==> src/rtl/ifetch_queue.sv <==
// rtl/ifetch_queue.sv - instruction fetch sequencer with DEPTH-entry prefetch queue
// Define IFQ_BYPASS_EN to forward the memory word straight to decode when the queue is empty.
module ifetch_queue #(
  parameter int          DEPTH    = 4,
  parameter logic [31:0] RESET_PC = 32'h0000_0000
) (
  input  logic        clk,
  input  logic        reset,
  output logic [31:0] imem_addr,
  input  logic [31:0] imem_instr,
  input  logic        stall,
  input  logic        redirect,
  input  logic [31:0] redirect_pc,
  output logic        instr_valid,
  output logic [31:0] instr,
  output logic [31:0] pc,
  output logic [31:0] pcplus4
);

  localparam int            AW       = $clog2(DEPTH);
  localparam int            CW       = AW + 1;
  localparam logic [CW-1:0] FULL_CNT = CW'(DEPTH);

  logic [31:0]   fpc_q, fpc_d;
  logic [AW-1:0] rptr_q, rptr_d;
  logic [AW-1:0] wptr_q, wptr_d;
  logic [CW-1:0] count_q, count_d;
  logic [31:0]   mem_pc_q    [DEPTH];
  logic [31:0]   mem_pc_d    [DEPTH];
  logic [31:0]   mem_instr_q [DEPTH];
  logic [31:0]   mem_instr_d [DEPTH];

  logic [31:0] head_pc;
  logic [31:0] head_instr;
  logic        byp;
  logic        pop;
  logic        push;
  logic        q_wr;
  logic        q_rd;

  assign imem_addr = fpc_q & 32'hFFFF_FFFC;

  always_comb begin
    head_pc    = mem_pc_q[rptr_q];
    head_instr = mem_instr_q[rptr_q];
`ifdef IFQ_BYPASS_EN
    byp         = (count_q == '0) & ~redirect & ~reset;
    instr_valid = ~reset & ((count_q != '0) | byp);
`else
    byp         = 1'b0;
    instr_valid = (count_q != '0);
`endif
    instr   = byp ? imem_instr : head_instr;
    pc      = byp ? fpc_q : head_pc;
    pcplus4 = pc + 32'd4;
  end

  // A forwarded word that decode accepts is consumed without touching storage.
  always_comb begin
    pop  = instr_valid & ~stall;
    push = ~redirect & ((count_q != FULL_CNT) | pop);
    q_wr = push & ~(byp & pop);
    q_rd = pop & ~byp & ~redirect;
  end

  always_comb begin
    fpc_d       = fpc_q;
    rptr_d      = rptr_q;
    wptr_d      = wptr_q;
    count_d     = count_q;
    mem_pc_d    = mem_pc_q;
    mem_instr_d = mem_instr_q;
    if (redirect) begin
      fpc_d   = redirect_pc & 32'hFFFF_FFFC;
      rptr_d  = '0;
      wptr_d  = '0;
      count_d = '0;
    end else begin
      if (push) begin
        fpc_d = fpc_q + 32'd4;
      end
      if (q_wr) begin
        mem_pc_d[wptr_q]    = fpc_q;
        mem_instr_d[wptr_q] = imem_instr;
        wptr_d              = wptr_q + AW'(1);
      end
      if (q_rd) begin
        rptr_d = rptr_q + AW'(1);
      end
      case ({q_wr, q_rd})
        2'b10:   count_d = count_q + CW'(1);
        2'b01:   count_d = count_q - CW'(1);
        default: count_d = count_q;
      endcase
    end
  end

  always_ff @(posedge clk) begin
    if (reset) begin
      fpc_q   <= RESET_PC;
      rptr_q  <= '0;
      wptr_q  <= '0;
      count_q <= '0;
      for (int i = 0; i < DEPTH; i++) begin
        mem_pc_q[i]    <= '0;
        mem_instr_q[i] <= '0;
      end
    end else begin
      fpc_q       <= fpc_d;
      rptr_q      <= rptr_d;
      wptr_q      <= wptr_d;
      count_q     <= count_d;
      mem_pc_q    <= mem_pc_d;
      mem_instr_q <= mem_instr_d;
    end
  end

endmodule

==> config.mk <==
export PLATFORM = sky130hd
export DESIGN_NAME = ifetch_queue
export DESIGN_NICKNAME = d
export VERILOG_FILES = /design/src/rtl/ifetch_queue.sv
export SDC_FILE = /design/constraint.sdc
export NUM_CORES = 1
export LEC_CHECK = 0
export CAP_MARGIN = 20
export CORE_AREA = 2 2 194 196
export DETAILED_ROUTE_END_ITERATION = 16
export DIE_AREA = 0 0 196 198
export GPL_TIMING_DRIVEN = 0
export PLACE_DENSITY_LB_ADDON = 0.08
export SLEW_MARGIN = 20
export SYNTH_ARGS = -nofsm -noshare
export SYNTH_HDL_FRONTEND = slang
export SYNTH_SLANG_ARGS = --single-unit
==> constraint.sdc <==
create_clock -name clk -period 3.77 [get_ports clk]
set_input_delay 0.377 -clock clk [delete_from_list [all_inputs] [get_ports clk]]
set_output_delay 0.377 -clock clk [all_outputs]
set_load 0.02 [all_outputs]
=== Yosys cells after proc, flatten, opt, wreduce, memory -nomap -nowiden ===
Index checks and enable logic that the tools add are counted.

* Logic and storage cells: 52
* Input bits: 68
* Register bits after elaboration: 295

* $add $sub $neg: 6
* Order comparisons: 3
* Multiplexer cells: 13
* Bitwise operators: 8
* Eq/ne operators: 3
* Reduce and logical (&&, ||, !) cells: 6

{| class="wikitable"
|+ Operators with widths
! operator !! count
|-
| $bwmux W128 || 2
|-
| $mux W32 || 7
|-
| $bmux W32 S2 || 2
|-
| $add A32 B3 Y32 const B || 2
|-
| $demux W32 S2 || 1
|-
| $ge A3 B3 Y1 const B || 2
|-
| $not A2 Y3 || 2
|-
| $pmux W3 S2 || 1
|-
| $add A2 B1 Y2 const B || 2
|-
| $reduce_bool A2 Y1 || 2
|-
| $add A3 B1 Y3 const B || 1
|-
| $and A1 B1 Y1 || 3
|-
| $lt A3 B1 Y1 const B || 1
|-
| $ne A3 B3 Y1 const B || 1
|-
| $reduce_bool A3 Y1 || 1
|-
| $sub A3 B1 Y3 const B || 1
|-
| $eq A2 B1 Y1 const B || 1
|-
| $eq A2 B2 Y1 const B || 1
|-
| $not A1 Y1 || 2
|-
| $reduce_and A2 Y1 || 1
|-
| $reduce_or A2 Y1 || 1
|-
| $logic_and A1 B1 Y1 || 1
|-
| $or A1 B1 Y1 || 1
|}

=== Logic depth before layout (Yosys ltp) ===
* Depth in word-level cells: 6
* Depth in mapped cells: 10

=== Least setup slack after synthesis ===
Ideal clock, no wire load.

* Kind: reg-to-output
* Start: register rptr_q[1]
* End: output pcplus4[28]
* Path slack: 0.972 ns
* Required time: 3.393 ns
* Data arrival time: 2.421 ns
* Cell stages (with the launch flop): 10
* Path through: dfxtp_1 -> buf_6 -> buf_12 -> buf_6 -> mux4_2 -> ha_1 -> nand3_1 -> nor4_4 -> nand4_1 -> xnor2_1

* Longest elaborated chain between the ends: 5

{| class="wikitable"
|+ Ends and longest elaborated chain
! element !! RTL line !! text
|-
| start: declaration || 25 || <nowiki>logic [AW-1:0] rptr_q, rptr_d;</nowiki>
|-
| start signal: assignment || 110 || <nowiki>rptr_q <= rptr_d;</nowiki>
|-
| $not A2 Y3 (implied by the code) || 44 || <nowiki>head_pc = mem_pc_q[rptr_q];</nowiki>
|-
| $bmux W32 S2 || 44 ||
|-
| $mux W32 (implied by the code) (2 in series) || 44 ||
|-
| via pc[2] || 16 || <nowiki>output logic [31:0] pc,</nowiki>
|-
| $add A32 B3 Y32 || 55 || <nowiki>pcplus4 = pc + 32'd4;</nowiki>
|-
| end: declaration || 17 || <nowiki>output logic [31:0] pcplus4</nowiki>
|}

The timed path passes the listed nets, and every way through them passes these cells. The select of a mux whose other input is x is not followed.

=== Worst setup path after layout ===
* Start: register rptr_q[1]
* End: output pcplus4[14]

* Longest elaborated chain between the ends: 5

{| class="wikitable"
|+ Ends and longest elaborated chain
! element !! RTL line
|-
| $not A2 Y3 (implied by the code) || 44
|-
| $bmux W32 S2 || 44
|-
| $mux W32 (implied by the code) (2 in series) || 44
|-
| $add A32 B3 Y32 || 55
|}

Every way passes these cells. The select of a mux whose other input is x is not followed.

==> results by group <==
Outcome
  • Status: completed

Final layout
  • NumNets Final: 1826
  • Final Instance Count excl. Fillers: 2246
  • Layout cell share with drive strength beyond 1: 0.0914
  • ANT cells: 0
  • Area Overhead vs Synth: 28.9%

Route
  • DRC: 0
  • Total Routed Length: 44.8 mm
  • Wire per inst: 20.0 microns
  • Vias/cell: 5.16
  • Post-DRT Antenna Nets: 0
  • Vias: ~12000
  • TritonRoute pass-1 iters: 5
  • 1st-iter DRT viols: ~700

Pwr
  • Pwr dens: approximately 440 mW/mm^2
  • Max VDD drop: just over 0.0003 V
  • Leak: between 0.005 and 0.006 uW

Die
  • Die Wd: 196 microns
  • Die Height: 198 microns
  • IO Pins: 197
  • Core ar.: 0.0370 sq mm
  • Die area: 0.0388 sq mm
  • Initial core utilization: 0.345
  • Row cnt: just over 70

Logic synthesis
  • Area of the mapped netlist: 0.0128 sq mm
  • Post-synth top area share: 0.447
  • Largest area contributor in the netlist: dfxtp_1
  • #FFs+latches synth: approximately 290
  • Avg Inst Size Synth: ~8.4 sq um
  • Most common cell in the netlist: nand2_1
  • Post-synth EDFFs: 0
  • Async set-reset flop share out of synthesis: 0
  • Post-synthesis sequential area ratio: 0.447
  • Post-synthesis instance total: 1515
  • Syn. warnings: 0
  • Synth top cells by count: nand2_1, dfxtp_1, a21oi_1
  • Dominant synthesized flop cell: dfxtp_1
  • Largest cells by area after synthesis: dfxtp_1, nand2_1, a21oi_1, mux4_2, xnor2_1
  • Library cells used by synthesis: 50

Clock network
  • CTS H-tree lvls: 2
  • Skew-Pair Late Insertion Delay: 520 ps
  • Clock transition at path regs: 60 ps
  • Clk root buf: clkbuf_16
  • CTS Buf Count: 34
  • Clk buf depth: 3
  • TritonCTS Sinks: 285
  • TritonCTS clock tree: built

Setup path
  • Crit Path Class: register to primary output
  • Critical Path Source Type: register
  • Worst r2r src: count_q[0]
  • Reg2reg path depth: 9
  • Worst reg2reg setup slack: roughly 700 ps
  • Crit path DAT: 3250 ps
  • Setup crit end kind: primary output
  • Critical path required time: between 3000 and 4000 ps
  • Crit Path Max Fanout: 10
  • R2R Path End: mem_pc_q[78]

Placed design
  • Port bufs: between 150 and 200
  • Placer congestion estimate: 0.814
  • Placed cells: 2181
  • Pre-CTS WS: -237 ps
  • HPWL Detailed: 31.4 mm

Timing
  • Hold Violations, Final: 0
  • Rel. slew slack: 0.482
  • Crit path time final: 3630 ps
  • Slew Limit Fails: 0
  • Setup slack after layout: 138 ps
  • RSZ-0062 raised after global routing: no
  • Clock Skews: 26.3 ps
  • Actual slew at the worst max-slew pin: 771 ps
  • # setup viols final: 0
  • Fmax: 275 MHz
  • Fin crit share: 0.963

Worst hold path
  • Worst min path class: primary input to register
  • Min-Delay Path Depth: 3
  • Worst Min Path Start: reset
  • Worst-case hold path end point: fpc_q[21]

Run
  • Max Cap Viol: 0

Global routing
  • Vias in the first global route: 11300
  • Gr usage total: 0.229
  • Largest net degree at the start of global routing: 12
  • First-pass GRT wire length: 67.7 mm
  • Initial antenna violation count: 0
  • Congestion Overflow GR: 0
[final cells by class]
type	instances	area, sq um
Fill cell	3656	20500
Multi-Input combinational cell	1091	6460
Sequential cell	285	5710
Timing Repair Buffer	193	1930
Clock buffer	58	1070
Buffer	132	616
Tap cell	474	593
Inverter	12	45.0
Clock inverter	1	8.76
[cells by family after synthesis]
| kind of cell | Yosys count | synth area share |
|---|---|---|
| and+or+nand+nor | 672 | 0.222 |
| DFF | 285 | 0.447 |
| AOI/OAI and AO/OA | 281 | 0.115 |
| buffers and inverters | 144 | 0.0502 |
| muxes | 68 | 0.118 |
| xor gates and xnor gates | 55 | 0.0378 |
| adders and majority gates | 9 | 0.00883 |
| other | 1 | 0.000294 |
[worst max path at each step]
stage	start	endpoint	slack, ps	cells after the start
6_report	rptr_q[1]	pcplus4[14]	140	9
3_5_place_dp	rptr_q[0]	pcplus4[28]	-240	10
4_1_cts	rptr_q[1]	pcplus4[25]	6	10
3_3_place_gp	rptr_q[0]	pcplus4[28]	-210	10
5_1_grt	rptr_q[0]	instr[11]	6	7
2_1_floorplan	rptr_q[1]	pcplus4[28]	970	9
[per-stage QoR]
stage	cell area, sq um	setup TNS [ps]	total power [uW]	hold slack [ps]	util
global route	16400	0	7390	356	0.445
global placement	15200	-1490	4010	438	0.412
finish	16400	0	7150	322	0.445
detailed placement	15200	-1800	4020	444	0.412
CTS	16400	0	7200	302	0.444
floorplan	12800	0	3620	432	-
[state kept, by name, summed over array words and instances (netlist names)]
signal	count
mem_pc_q	120
rptr_q	2
wptr_q	2
count_q	3
fpc_q	30
mem_instr_q	128
[repair_timing]
action / CTS / global route
buffers inserted: 5 / 1
pin swaps: 3 / 1
hold buffers: 0 / 0
gates resized for setup: 20 / 29
setup endpoints to repair: 53 / 21
[cells in the final DEF (no fill, tap or decap), types with 18 or more instances in the layout]
cell	synthesis	routed
mux4_2	49	49
nand2_1	531	531
clkbuf_1	94	106
a21oi_1	255	255
nand4_1	22	22
clkdlybuf4s50_1	0	167
nor2_1	42	42
dfxtp_1	285	285
xnor2_1	43	43
buf_2	20	18
clkbuf_16	0	35
[routing by layer]
layer | global-route usage | wire (microns) | vias up
met5 | 0 | 0 | -
met4 | 0.0623 | 1010 | 0
met3 | 0.0329 | 2520 | 61
met2 | 0.391 | 21400 | 355
met1 | 0.303 | 20000 | 5585
li1 | - | - | 5587
[worst max-delay path, stage by stage (launching register included)]
cell	delay, ps
dfxtp_1	320
buf_6	180
buf_12	190
buf_8	200
mux4_2	590
ha_1	280
nand3_4	130
nor4_1	70
xor2_1	140
clkdlybuf4s50_1	630
[where the power goes]
group / internal (uW) / total [uW] / leakage, uW / switching, uW
registers: 3100 / 3160 / 0.00231 / 62.2
clock network: 1920 / 3210 / 0.000529 / 1280
logic: 316 / 790 / 0.00288 / 473
No activity file was read; power rests on OpenSTA's default activity.
